**src/rtl/cordic_sum_sequencer_pkg.sv**
```systemverilog
// Shared types and constants for the Cordic-sum sequencer.
// Holds the FSM state enum, the data word width and the IEEE-754 constants
// used for sum initialisation.
package cordic_sum_sequencer_pkg;

  // Every data path in the sequencer carries one IEEE-754 single word.
  localparam int WORD_W = 32;

  // Sums and results are opaque words here; these constants only name
  // the encodings the sequencer loads or that callers commonly expect.
  localparam logic [WORD_W-1:0] FP_ZERO = 32'h0000_0000;
  localparam logic [WORD_W-1:0] FP_ONE  = 32'h3F80_0000;

  typedef enum logic [2:0] {
    ST_IDLE      = 3'd0,
    ST_WAIT_IN   = 3'd1,
    ST_LAUNCH    = 3'd2,
    ST_WAIT_CORE = 3'd3,
    ST_FINISH    = 3'd4
  } seq_state_e;

endpackage : cordic_sum_sequencer_pkg

```
**src/rtl/cordic_seq_watchdog.sv**
```systemverilog
// Purpose : counts consecutive enabled cycles and flags expiry after TIMEOUT_CYCLES.
// Latency : o_expire is combinational, high in the TIMEOUT_CYCLES-th enabled cycle.
// Backpres: none; the owner decides what to do with the expiry.
//
// Ports:
//   clk, reset_n  clock and asynchronous active-low reset
//   i_clear       synchronous clear, has priority over i_enable
//   i_enable      count this cycle
//   o_expire      this is the last allowed enabled cycle
module cordic_seq_watchdog #(
  parameter int TIMEOUT_CYCLES = 64
) (
  input  logic clk,
  input  logic reset_n,
  input  logic i_clear,
  input  logic i_enable,
  output logic o_expire
);

  // One extra bit of headroom keeps TIMEOUT_CYCLES = 1 and powers of two legal.
  localparam int CW = $clog2(TIMEOUT_CYCLES + 1);
  localparam logic [CW-1:0] LAST = CW'(TIMEOUT_CYCLES - 1);

  logic [CW-1:0] r_cnt;

  assign o_expire = i_enable && !i_clear && (r_cnt == LAST);

  always_ff @(posedge clk or negedge reset_n) begin
    if (!reset_n) begin
      r_cnt <= '0;
    end else if (i_clear) begin
      r_cnt <= '0;
    end else if (i_enable && !o_expire) begin
      // Saturate at LAST; the owner leaves the enabling state on expiry.
      r_cnt <= r_cnt + 1'b1;
    end
  end

endmodule : cordic_seq_watchdog

```
**src/rtl/cordic_sum_sequencer.sv**
```systemverilog
// Purpose : runs n launches of a stateless cos(a)+b core, feeding each partial sum back as b.
// Latency : 1 + n*(2+L) + 1 cycles from start to done (L = core latency); n=0 finishes next cycle.
// Backpres: in_ready is high only while waiting for a sample; the core is never relaunched before core_done.
//
// Ports:
//   clk, reset_n             clock and asynchronous active-low reset
//   start, n                 one-cycle request with element count (ignored while busy)
//   in_data/in_valid/in_ready  sample stream (valid/ready handshake)
//   core_dataa/core_datab    x and running sum presented to the core
//   core_start               one-cycle launch pulse to the core
//   core_result/core_done    core answer and its one-cycle completion pulse
//   busy, result, done       status, final sum (held until next start), completion pulse
//   error                    core timeout flag
//
// Optional feature: define CORDIC_SEQ_TIMEOUT_EN to abort a sequence when the core
// stays silent for TIMEOUT_CYCLES cycles; without it error is constant 0.
module cordic_sum_sequencer
  import cordic_sum_sequencer_pkg::*;
#(
  parameter int CNT_W          = 16,
  parameter int TIMEOUT_CYCLES = 64
) (
  input  logic              clk,
  input  logic              reset_n,
  input  logic              start,
  input  logic [CNT_W-1:0]  n,
  input  logic [WORD_W-1:0] in_data,
  input  logic              in_valid,
  output logic              in_ready,
  output logic [WORD_W-1:0] core_dataa,
  output logic [WORD_W-1:0] core_datab,
  output logic              core_start,
  input  logic [WORD_W-1:0] core_result,
  input  logic              core_done,
  output logic              busy,
  output logic [WORD_W-1:0] result,
  output logic              done,
  output logic              error
);

  seq_state_e r_state;
  seq_state_e w_next;

  logic [WORD_W-1:0] r_sum;
  logic [WORD_W-1:0] r_dataa;
  logic [WORD_W-1:0] r_result;
  logic [CNT_W-1:0]  r_count;
  logic [CNT_W-1:0]  r_n;
  logic              r_error;

  // Strobes from the FSM to the datapath registers.
  logic w_seq_init;   // start with n != 0
  logic w_zero_start; // start with n == 0
  logic w_accept;     // sample handshake
  logic w_step;       // core completed one operation
  logic w_last;       // ... and it was the final one
  logic w_tmo;        // core watchdog fired

  // Count+1 is formed one bit wider so n = 2^CNT_W-1 is reached before any wrap.
  logic [CNT_W:0] w_count_inc;
  assign w_count_inc = {1'b0, r_count} + 1'b1;

  logic w_expire;

`ifdef CORDIC_SEQ_TIMEOUT_EN
  logic w_in_core;
  assign w_in_core = (r_state == ST_WAIT_CORE);

  // Cleared whenever we are not waiting on the core, so each launch gets a
  // fresh TIMEOUT_CYCLES budget.
  cordic_seq_watchdog #(
    .TIMEOUT_CYCLES (TIMEOUT_CYCLES)
  ) u_watchdog (
    .clk      (clk),
    .reset_n  (reset_n),
    .i_clear  (!w_in_core),
    .i_enable (w_in_core),
    .o_expire (w_expire)
  );
`else
  logic w_unused_timeout;
  assign w_unused_timeout = (TIMEOUT_CYCLES > 0);
  assign w_expire = 1'b0;
`endif

  // ---------------------------------------------------------------------------
  // FSM
  // ---------------------------------------------------------------------------
  always_ff @(posedge clk or negedge reset_n) begin
    if (!reset_n) begin
      r_state <= ST_IDLE;
    end else begin
      r_state <= w_next;
    end
  end

  always_comb begin
    w_next       = r_state;
    w_seq_init   = 1'b0;
    w_zero_start = 1'b0;
    w_accept     = 1'b0;
    w_step       = 1'b0;
    w_last       = 1'b0;
    w_tmo        = 1'b0;

    case (r_state)
      ST_IDLE: begin
        if (start) begin
          if (n != '0) begin
            w_seq_init = 1'b1;
            w_next     = ST_WAIT_IN;
          end else begin
            w_zero_start = 1'b1;
            w_next       = ST_FINISH;
          end
        end
      end

      ST_WAIT_IN: begin
        if (in_valid) begin
          w_accept = 1'b1;
          w_next   = ST_LAUNCH;
        end
      end

      ST_LAUNCH: begin
        w_next = ST_WAIT_CORE;
      end

      ST_WAIT_CORE: begin
        if (core_done) begin
          w_step = 1'b1;
          if (w_count_inc == {1'b0, r_n}) begin
            w_last = 1'b1;
            w_next = ST_FINISH;
          end else begin
            w_next = ST_WAIT_IN;
          end
        end else if (w_expire) begin
          w_tmo  = 1'b1;
          w_next = ST_FINISH;
        end
      end

      ST_FINISH: begin
        w_next = ST_IDLE;
      end

      default: begin
        w_next = ST_IDLE;
      end
    endcase
  end

  // ---------------------------------------------------------------------------
  // Datapath: sum, count, latched sample, result, error
  // ---------------------------------------------------------------------------
  always_ff @(posedge clk or negedge reset_n) begin
    if (!reset_n) begin
      r_sum    <= FP_ZERO;
      r_dataa  <= FP_ZERO;
      r_result <= FP_ZERO;
      r_count  <= '0;
      r_n      <= '0;
      r_error  <= 1'b0;
    end else begin
      if (w_seq_init) begin
        r_sum    <= FP_ZERO;
        r_count  <= '0;
        r_n      <= n;
        r_result <= FP_ZERO;
        r_error  <= 1'b0;
      end

      if (w_zero_start) begin
        r_result <= FP_ZERO;
        r_error  <= 1'b0;
      end

      if (w_accept) begin
        r_dataa <= in_data;
      end

      // The partial sum only moves on core_done, which keeps core_datab
      // stable for the whole launch-to-done window.
      if (w_step) begin
        r_sum   <= core_result;
        r_count <= w_count_inc[CNT_W-1:0];
        if (w_last) begin
          r_result <= core_result;
        end
      end

      // A timed-out sequence reports whatever sum had been reached.
      if (w_tmo) begin
        r_error  <= 1'b1;
        r_result <= r_sum;
      end
    end
  end

  // ---------------------------------------------------------------------------
  // Outputs: all control outputs decode directly from state, so an async reset
  // drops them in the same instant it forces IDLE.
  // ---------------------------------------------------------------------------
  assign in_ready   = (r_state == ST_WAIT_IN);
  assign core_start = (r_state == ST_LAUNCH);
  assign busy       = (r_state != ST_IDLE);
  assign done       = (r_state == ST_FINISH);
  assign core_dataa = r_dataa;
  assign core_datab = r_sum;
  assign result     = r_result;
  assign error      = r_error;

endmodule : cordic_sum_sequencer

```
**config.mk**
```make
export PLATFORM = sky130hd
export DESIGN_NAME = cordic_sum_sequencer
export DESIGN_NICKNAME = d
export VERILOG_FILES = /design/src/rtl/cordic_sum_sequencer_pkg.sv /design/src/rtl/cordic_seq_watchdog.sv /design/src/rtl/cordic_sum_sequencer.sv
export SDC_FILE = /design/constraint.sdc
export NUM_CORES = 1
export LEC_CHECK = 0
export BUFFER_PORTS_ARGS = -buffer_cell sky130_fd_sc_hd__buf_2
export CORE_UTILIZATION = 46
export DETAILED_ROUTE_END_ITERATION = 16
export GPL_TIMING_DRIVEN = 0
export PLACE_DENSITY = 0.86
export SLEW_MARGIN = 20
export SYNTH_ARGS = -nofsm -noshare
export SYNTH_HDL_FRONTEND = slang
export SYNTH_SLANG_ARGS = --single-unit
```
**constraint.sdc**
```tcl
create_clock -name clk -period 2.8 [get_ports clk]
set_clock_uncertainty 0.05 [all_clocks]
set_input_delay 0 -clock clk [delete_from_list [all_inputs] [get_ports clk]]
set_output_delay 0 -clock clk [all_outputs]
set_load 0.005 [all_outputs]
```
== After elaboration in Yosys (flattened, before gate mapping) ==
Index checks and enable logic that the tools add are counted.
Word-level totals
  flip-flop bits (word level): 132
  input bits: 85
  output and inout port bits: 101
  word-level logic and storage cells: 51
Cells by class
  add/subtract/negate cells: 1
  equal/unequal tests: 8
  mux-type cells: 29
  reductions and logical operators: 6
Operators by type and width (number)
  32-bit 2-to-1 mux: 6
  16-bit 2-to-1 mux: 2
  16-bit by 1-bit adder with 17-bit output (second input constant): 1
  17-bit by 16-bit equality test with 1-bit output: 1
  16-bit nonzero test: 1
  1-bit 2-to-1 mux: 15
  3-bit 2-to-1 mux: 5
  3-bit case mux with 4 select lines: 1
  3-bit by 2-bit equality test with 1-bit output (second input constant): 2
  2-bit inequality test (second input constant): 3
  2-bit nonzero test: 2
  3-bit by 1-bit equality test with 1-bit output (second input constant): 1
  3-bit equality test (second input constant): 1
  3-bit zero test: 1
  3-bit AND reduction: 1
  3-bit nonzero test: 1

== Logic depth before layout (Yosys ltp) ==
Gate-level depths: netlist (run 1).
  depth after elaboration: 8
  mapped depth: 8
  mapped depth without buffers: 7

== Least setup slack after synthesis (run 1) ==
Ideal clock, no wire load.
  kind: reg-to-reg
  start: reg r_count[2]
  end: reg r_result[10], in the netlist result[10]
  library setup time: 0.124 ns
  data arrival time: 2.501 ns
  data required time: 2.626 ns
  slack: 0.125 ns
  cell stages (with the launch flop): 9
  path buffers: 2
  period minus slack after synthesis: 2.675 ns
  cell sequence: dfrtp_1 > buf_4 > nand3_1 > or3_1 > or4_4 > a2111oi_4 > nand4_4 > buf_6 > mux2i_1
On the way
  cells in the longest elaborated chain, start to end: 7
Ends and longest elaborated chain
  start, declared: RTL line cordic_sum_sequencer.sv:47  | logic [CNT_W-1:0] r_count;
  start signal, assigned: RTL line cordic_sum_sequencer.sv:188  | r_count <= w_count_inc[CNT_W-1:0];
  16-bit by 1-bit adder with 17-bit output: RTL line cordic_sum_sequencer.sv:61  | assign w_count_inc = {1'b0, r_count} + 1'b1;
  17-bit by 16-bit equality test with 1-bit output: RTL line cordic_sum_sequencer.sv:133  | if (w_count_inc == {1'b0, r_n}) begin
  1-bit 2-to-1 mux: RTL line cordic_sum_sequencer.sv:133
  1-bit 2-to-1 mux: RTL line cordic_sum_sequencer.sv:131  | if (core_done) begin
  1-bit 2-to-1 mux: RTL line cordic_sum_sequencer.sv:106  | case (r_state)
  32-bit 2-to-1 mux: RTL line cordic_sum_sequencer.sv:189  | if (w_last) begin
  32-bit 2-to-1 mux: RTL line cordic_sum_sequencer.sv:186  | if (w_step) begin
  end signal, assigned: RTL line cordic_sum_sequencer.sv:190  | r_result <= core_result;
  end signal, assigned: RTL line cordic_sum_sequencer.sv:197  | r_result <= r_sum;
  end, declared: RTL line cordic_sum_sequencer.sv:46  | logic [WORD_W-1:0] r_result;
Every way passes these cells.
A chain may end at the register's enable or synchronous reset.

== Final worst setup path (run 1) ==
  start: reg r_count[6]
  end: reg r_result[9], in the netlist result[9]
Same word-level chain as after synthesis.

==> results of run 1 <==
-- state kept, by name, summed over array words and instances (netlist names) --
signal / count
r_n: 16
core_dataa: 32
r_count: 16
r_state: 3
core_datab: 32
result: 32
-- cell families after synthesis --
| family | Yosys count | synth area share (%) |
|---|---|---|
| other | 1 | 0.0624 |
| AOI/OAI and AO/OA | 86 | 8.40 |
| DFF | 131 | 54.6 |
| buffers and inverters | 67 | 4.71 |
| adders and majority gates | 1 | 0.208 |
| and+or+nand+nor | 176 | 13.6 |
| xor gates and xnor gates | 21 | 3.56 |
| muxes | 83 | 14.9 |
-- cells in the final DEF (no fill, tap or decap), types with 3 or more instances in the layout --
| cell type | synthesis | layout |
|---|---|---|
| buf_2 | 1 | 183 |
| dfrtp_1 | 131 | 125 |
| nand2_1 | 111 | 110 |
| dlygate4sd3_1 | 0 | 83 |
| o21ai_0 | 55 | 55 |
| mux2_2 | 50 | 50 |
| inv_1 | 34 | 34 |
| mux2i_1 | 33 | 32 |
| clkbuf_1 | 27 | 24 |
| buf_4 | 2 | 18 |
| clkbuf_16 | 0 | 17 |
| nor2_1 | 16 | 16 |
| xnor2_1 | 12 | 12 |
| a21oi_1 | 10 | 10 |
| xor2_1 | 7 | 7 |
| o31ai_1 | 7 | 7 |
| nor4_1 | 7 | 7 |
| nand4_1 | 6 | 6 |
| nand3_1 | 8 | 6 |
| buf_12 | 0 | 6 |
| dfrtp_2 | 0 | 6 |
| and3_1 | 4 | 4 |
| and2_1 | 4 | 4 |
| nand2b_1 | 3 | 3 |
| nor3_2 | 0 | 3 |
| a211oi_1 | 3 | 3 |
| bufinv_16 | 0 | 3 |
| clkbuf_8 | 0 | 3 |
| clkinvlp_4 | 0 | 3 |
| clkinv_2 | 0 | 3 |
-- stage by stage --
| stage | power, mW | utilization, % | setup WS, ns |
|---|---|---|---|
| 4_1_cts | 7.67 | 69.4 | 0.0261 |
| 3_5_place_dp | 5.21 | 56.7 | -0.291 |
| 3_3_place_gp | 5.08 | 56.4 | -0.248 |
| 6_report | 7.82 | 70.8 | 0.0238 |
| 2_1_floorplan | 4.19 | - | 0.125 |
| 5_1_grt | 8.25 | 70.8 | -0.0229 |
-- report_power, final --
part | total (mW) | switching, mW | internal (mW) | leakage, nW
Combinational | 2.57 | 1.32 | 1.25 | 2.58
Clock | 2.30 | 0.827 | 1.47 | 0.298
Sequential | 2.95 | 0.420 | 2.53 | 1.67
Total | 7.82 | 2.56 | 5.25 | 4.56
-- layer usage --
layer  share of wire (%)  track usage [%]  vias to the layer above
li1                    -                -                     2544
met1                  38             30.8                     2668
met2                  51             48.4                      266
met3                 6.6             7.42                       63
met4                 3.8             13.6                        0
met5                   0                0                        -
-- area by class of cell --
class                      count  area [sq um]
inverter                      34           128
timing repair buffer         289          2000
sequential                   131          3290
tap                          172           215
buffer                        32           193
clock buffer                  20           467
multi-input combinational    368          2520
fill                         871          3710
clock inverter                12           154
-- worst max-delay path: cells and delay by family, from the launching register on --
| family | cells | cell delay (ns) |
|---|---|---|
| multiplexers | 1 | 0.18 |
| buffers and inverters | 2 | 0.35 |
| flip-flops | 1 | 0.43 |
| AND/OR/NAND/NOR | 4 | 1.24 |
| AO/OA/AOI/OAI | 1 | 0.44 |
-- worst max-delay path by stage --
stage | from | to | slack [ns]
global placement | r_state[1] | r_n[8] | -0.25
floorplan | r_count[2] | result[10] | 0.12
detailed placement | r_state[1] | r_n[8] | -0.29
finish | r_count[6] | result[9] | 0.02
CTS | r_count[0] | result[20] | 0.03
global route | r_count[6] | result[29] | -0.02
-- what timing repair did --
action                                  in CTS  in global routing
endpoints found under the setup margin      42                 66
hold endpoints to repair                   246                  0
gates resized for setup                     16                 20
buffers inserted                             4                 16
gates cloned                                 2                  0
hold buffers                                83                  0
pin swaps                                    2                  4
==> metrics.cfg, run 1 <==
[outcome]
outcome=complete, no violations

[setup_path]
critPathMaxFanout=6
slowest_stage=or4_4
path_cells=nand4_4 > or3_4 > or4_4 > a2111oi_4 > nand4_4 > buf_12 > buf_12 > mux2i_1
r2r_cells=8
reg2reg_to=result[9]
worstPathRequired_ns=3.07
worstSetupEndpointType=register
start_kind=register
max_stage_delay_ns=0.58
r2r_slack_ns=0.02
r2r-start=r_count[6]
crit_arrival_ns=3.05
worstSetupPathType=reg2reg

[routing]
drtPass1Iterations=5
drt_iter0_drc=377
drt_wl_total_um=18400
drc=0
routed_via_density=5.24
wl_per_cell_um=17.4
ant_nets=0
vias=5541

[placed_design]
postPlaceCellArea_sq_mm=0.00718
dp_hpwl_um=11000
dp.cells=923
io_buffers=184
place.gp.congestion=0.891

[final_layout]
antenna_cells=0
nets=959
drive_gt1_share_pct=35.9
stdcell_count=1058
area_growth_pct=49.3
postLayoutCellArea_sq_mm=0.00896

[yosys]
ys_warn_count=0
postSynthCellCount=566
avgSynthCellArea_sq_um=10.6
post-synth-top-count-cell=dfrtp_1
yosys-top-cells-area=dfrtp_1 55%, mux2_2 9.4%, nand2_1 6.9%
synth_area_leader_cell=dfrtp_1
async_flop_share_pct=100
ys_seq_area_share_pct=54.6
syn_nets=652
ys.flop_type=dfrtp_1
synth_top_area_share_pct=54.6
synth_area_sq_mm=0.00601
synth_edf_count=0
synth-seq-cells=131
netlist_top_cells_count=131 x dfrtp_1, 111 x nand2_1, 55 x o21ai_0
synthDistinctLibCells=42

[hold_path]
hold_path.class=in2async

[clocking]
cts_tree=built
cts.root.buffer_cell=clkbuf_16
cts_sinks=131
ctsLongestPathBuffers=2
clk_pin_slew_worst_paths_ns=0.06
cts_buffers=17
clock_latency_ns=0.41
cts_htree_levels=4

[floorplanning]
die_h_um=116
die-area_sq_mm=0.0135
core_area_sq_mm=0.0127
initial_core_util_pct=47.4
pin_count=186
dieWidth_um=116
num_rows=41

[timing]
worstMarginPinSlew_ns=0.811
setup_viol=0
finalCriticalPeriod_ns=2.78
relSlewSlack_pct=45.7
drv_slew=0
max_freq_ghz=0.360
hold_viol=0
timing.final.crit_share_pct=99.2
hold-worst-slack_ns=0.0425
totalNegativeSetupSlack_ns=0

[global_route]
overflow=0
grt_pass1_wl_um=27800
grt_max_degree=75
gr-usage-all-layers_pct=27.6
antenna_found_initial=0
first_global_vias=5581

[pwr]
powerDensity_mw_per_mm2=872
power_leakage_nw=4.56
ir_worst_vdd_mv=0.556

[flow_run]
maxCapViolCount=0

No activity file was read; power rests on OpenSTA's default activity.
==> run 2: changes to the inputs <==
--- a/config.mk
+++ b/config.mk
@@ -8,7 +8,6 @@
 export BUFFER_PORTS_ARGS = -buffer_cell sky130_fd_sc_hd__buf_2
 export CORE_UTILIZATION = 46
 export DETAILED_ROUTE_END_ITERATION = 16
-export GPL_TIMING_DRIVEN = 0
 export PLACE_DENSITY = 0.86
 export SLEW_MARGIN = 20
 export SYNTH_ARGS = -nofsm -noshare
==> metrics.cfg, run 2 (synthesis gave the netlist of run 1 again) <==
[outcome]
outcome=complete, no violations

[placed_design]
dp_hpwl_um=10400
dp.cells=908
io_buffers=184
postPlaceCellArea_sq_mm=0.00718
place.gp.congestion=0.866
preCtsSetupSlack_ns=0.0716

[setup_path]
slowest_stage=or4_4
path_cells=nand3_2 > or3_4 > or4_4 > a2111oi_4 > nand4_4 > buf_12 > mux2i_4
critPathMaxFanout=8
worstPathRequired_ns=3.05
worstSetupPathType=reg2reg
max_stage_delay_ns=0.58
crit_arrival_ns=2.97
worstSetupEndpointType=register
start_kind=register
r2r_slack_ns=0.09

[global_route]
gr-usage-all-layers_pct=27.1
first_global_vias=5523
grt_max_degree=51
antenna_found_initial=0
grt_pass1_wl_um=27500
overflow=0

[floorplanning]
die-area_sq_mm=0.0135
core_area_sq_mm=0.0127
initial_core_util_pct=47.4
die_h_um=116
num_rows=41
pin_count=186
dieWidth_um=116

[timing]
timing.final.crit_share_pct=96.9
finalCriticalPeriod_ns=2.71
setup_viol=0
worstMarginPinSlew_ns=0.999
hold_viol=0
max_freq_ghz=0.368
relSlewSlack_pct=33.2
timing.final.ws_setup_ns=0.0855
hold-worst-slack_ns=0.0217
drv_slew=0

[pwr]
power_leakage_nw=4.51
ir_worst_vdd_mv=0.672
powerDensity_mw_per_mm2=899

[clocking]
ctsLongestPathBuffers=2
cts_htree_levels=4
cts_buffers=17
cts.root.buffer_cell=clkbuf_16
clk_pin_slew_worst_paths_ns=0.06
post-cts-setup-buffer-count=0
clock_latency_ns=0.42
cts_sinks=131
cts_tree=built

[final_layout]
mostFrequentLayoutCells=183 x buf_2, 130 x dfrtp_1, 110 x nand2_1
drive_gt1_share_pct=35.8
area_growth_pct=46.7
nets=927
final_util_pct=69.5
stdcell_count=1026
antenna_cells=0
postLayoutCellArea_sq_mm=0.00881
layout_commonest_cell=buf_2

[routing]
drc=0
wl_per_cell_um=17.3
drt_iter0_drc=346
drtPass1Iterations=4
routed_via_density=5.20
vias=5340
drt_wl_total_um=17800
ant_nets=0

[hold_path]
hold_path.class=in2reg

[flow_run]
maxCapViolCount=0

## run 2: cell types whose count changed in the layout (fill, tap and decap cells not counted), moves of 2 or more
| cell | before | now |
|---|---|---|
| dfrtp_1 | 125 | 130 |
| dfrtp_2 | 6 | 1 |
| clkbuf_16 | 17 | 19 |
| clkbuf_1 | 24 | 0 |
| buf_16 | 2 | 0 |
| bufinv_16 | 3 | 6 |
| buf_12 | 6 | 2 |
## run 2: cell type report
class                   instances  area, sq um
clock buffers                  19          453
flip-flops and latches        131         3280
clock inverters                13          230
well taps                     172          215
inverters                      34          128
fillers                       919         3860
multi-input cells             368         2520
repair buffers                289         1980
## run 2: path summary, 6_finish.rpt
check | startpoint | to | depth (start not counted)
max reg2reg | r_count[1] | result[30] | 7
max in group asynchronous | reset_n | r_n[4] | 3
max | r_count[1] | result[30] | 7
min | in_valid | r_state[1] | 5
min in group asynchronous | reset_n | r_state[1] | 3
min reg2reg | core_dataa[6] | core_dataa[6] | 1
## run 2: metrics by stage
| stage | TNS [ns] | power (mW) |
|---|---|---|
| finish | 0 | 7.92 |
| global route | -0.0195 | 8.35 |
| CTS | 0 | 7.86 |
| detailed placement | 0 | 5.18 |
| global placement | 0 | 5.06 |
| floorplan | 0 | 4.19 |
## run 2: worst max-delay path, delay by kind of cell, from the launching register on
| family | cells | cell delay [ns] |
|---|---|---|
| AO/OA/AOI/OAI | 1 | 0.37 |
| buffers and inverters | 1 | 0.25 |
| multiplexers | 1 | 0.19 |
| AND/OR/NAND/NOR | 4 | 1.33 |
| flip-flops | 1 | 0.40 |
## run 2: what timing repair did
action	4_1_cts	5_1_grt
hold buffers	83	0
hold endpoints to repair	245	0
resized for setup	0	11
setup endpoints to repair	0	32
## run 2: report_power, final
part,internal (mW),total [mW],switching (mW)
Clock,1.72,2.55,0.834
Combinational,1.18,2.40,1.21
Sequential,2.53,2.98,0.449
## run 2: routing by layer
metal / global-route usage [%] / vias up / wire length (um)
met1: 30.3 / 2589 / 7070
met4: 13.4 / 0 / 420
met3: 6.49 / 38 / 1110
met2: 48.1 / 243 / 9200
li1: - / 2470 / -
met5: 0 / - / 0
==> run 3: changes to the inputs <==
--- a/config.mk
+++ b/config.mk
@@ -6,9 +6,10 @@
 export NUM_CORES = 1
 export LEC_CHECK = 0
 export BUFFER_PORTS_ARGS = -buffer_cell sky130_fd_sc_hd__buf_2
-export CORE_UTILIZATION = 46
+export CORE_UTILIZATION = 48
+export CTS_BUF_LIST = sky130_fd_sc_hd__clkbuf_8
 export DETAILED_ROUTE_END_ITERATION = 16
-export PLACE_DENSITY = 0.86
+export PLACE_DENSITY = 0.89
 export SLEW_MARGIN = 20
 export SYNTH_ARGS = -nofsm -noshare
 export SYNTH_HDL_FRONTEND = slang
==> metrics.cfg, run 3 (synthesis gave the netlist of run 1 again) <==
[placed_design]
preCtsSetupSlack_ns=0.0221
io_buffers=184
dp_hpwl_um=10400
place.gp.congestion=0.922

[outcome]
outcome=complete, no violations

[setup_path]
worstSetupPathType=reg2reg
start_kind=register
max_stage_delay_ns=0.60
worstPathRequired_ns=3.10
path_cells=nand3_1 > or3_1 > or4_4 > a2111oi_4 > nand4_4 > buf_6 > mux2i_1
critPathMaxFanout=13
cpLargestDelayFamily=simple AND/OR/NAND/NOR gates
crit_arrival_ns=3.00
cp.depth=7
slowest_stage=or4_4
worstSetupEndpointType=register
r2r_cells=7
crit_buf_inv=1

[floorplanning]
dieWidth_um=114
core_area_sq_mm=0.0121
num_rows=40
pin_count=186
initial_core_util_pct=49.6
die_h_um=114
die-area_sq_mm=0.0130

[final_layout]
area_growth_pct=40.1
multi_input_area_sq_mm=0.00247
drive_gt1_share_pct=34.1
n_fill_cell=882
final_util_pct=69.5
nets=929
seq_area_sq_mm=0.00328
layout_commonest_cell=buf_2
antenna_cells=0
mostFrequentLayoutCells=183 x buf_2, 130 x dfrtp_1, 111 x nand2_1

[timing]
relSlewSlack_pct=51.4
totalNegativeSetupSlack_ns=0
setup_viol=0
drv_slew=0
timing.final.crit_share_pct=96.4
worstMarginPinSlew_ns=0.723
rsz0062_at_grt=false
timing.final.ws_setup_ns=0.100
max_freq_ghz=0.370
finalCriticalPeriod_ns=2.70
hold_viol=0

[routing]
drt_wl_total_um=16900
drtPass1Iterations=5
routed_via_density=5.24
vias=5370
wl_per_cell_um=16.5
drt_iter0_drc=475
ant_nets=0
drc=0

[clocking]
cts_sinks=131
cts.root.buffer_cell=clkbuf_8
cts_buffers=17
clk_pin_slew_worst_paths_ns=0.08
clock_latency_ns=0.45
ctsLongestPathBuffers=2
cts_tree=built
cts_htree_levels=4

[global_route]
busiest_layer=met2
overflow=0
grtUsageMet1_pct=29.3
first_global_vias=5609
use_met2_pct=48.7
antenna_found_initial=0
gr-usage-all-layers_pct=27.2
grt_max_degree=52
grt_pass1_wl_um=27000
grt_use_met3_pct=7.28

[pwr]
powerDensity_mw_per_mm2=810
power_leakage_nw=4.37
ir_worst_vdd_mv=0.624

[hold_path]
hold_depth=4
hold_path.class=in2reg

[flow_run]
maxCapViolCount=0

## run 3: cell types whose count changed in the layout (fill, tap and decap cells not counted), moves of 2 or more
cell	delta
clkbuf_16	-19
clkbuf_8	+17
inv_1	+8
bufinv_16	-4
buf_4	+3
clkinvlp_4	-3
clkinv_4	-2
mux2i_1	+2
## run 3: final timing paths
path	start	end	slack [ns]
setup / recovery	r_count[0]	result[7]	0.1
max in group asynchronous	reset_n	r_count[0]	1.96
hold reg to reg	core_dataa[15]	core_dataa[15]	0.46
setup reg to reg	r_count[0]	result[7]	0.1
min in group asynchronous	reset_n	r_state[0]	0.05
hold / removal	start	r_state[0]	0.03
## run 3: cell type report
cell class              instances  share of cell area [%]
clock buffers                  19                    3.11
inverters                      34                    1.52
multi-input cells             368                    29.4
clock inverters                13                    1.25
flip-flops and latches        131                    39.0
repair buffers                291                    23.3
well taps                     168                    2.50
## run 3: metrics by stage
step                power [mW]  cells  area [sq um]  hold slack [ns]
detailed placement        5.17    908          7190           -0.217
global placement          5.06    908          7190           -0.218
finish                    6.82   1024          8420           0.0251
global route              7.22   1024          8420           0.0547
floorplan                 4.19    566          6010           -0.346
CTS                       6.76   1024          8410          0.00855
## run 3: worst reg2reg max path, stage by stage, from the launching register on
cell and delay [ns]:
dfrtp_2 0.42, nand3_1 0.11, or3_1 0.45, or4_4 0.60, a2111oi_4 0.40, nand4_4 0.16
buf_6 0.23, mux2i_1 0.20
## run 3: power breakdown
part | switching [mW] | leakage, nW | total (mW) | internal, mW
clock network | 0.692 | 0.219 | 1.50 | 0.807
registers | 0.431 | 1.68 | 2.96 | 2.52
logic | 1.18 | 2.46 | 2.37 | 1.19
total | 2.30 | 4.37 | 6.82 | 4.52
## run 3: routing by layer
| layer | vias up | routed length (um) |
|---|---|---|
| li1 | 2477 | - |
| met1 | 2604 | 6500 |
| met2 | 245 | 8810 |
| met3 | 44 | 1100 |
| met4 | 0 | 493 |
| met5 | - | 0 |
## run 3: what timing repair did
action	CTS	global route
setup buffers	0	0
pin swaps	0	1
hold buffers	84	0
endpoints found under the setup margin	9	32
resized for setup	2	3
hold endpoints to repair	246	0
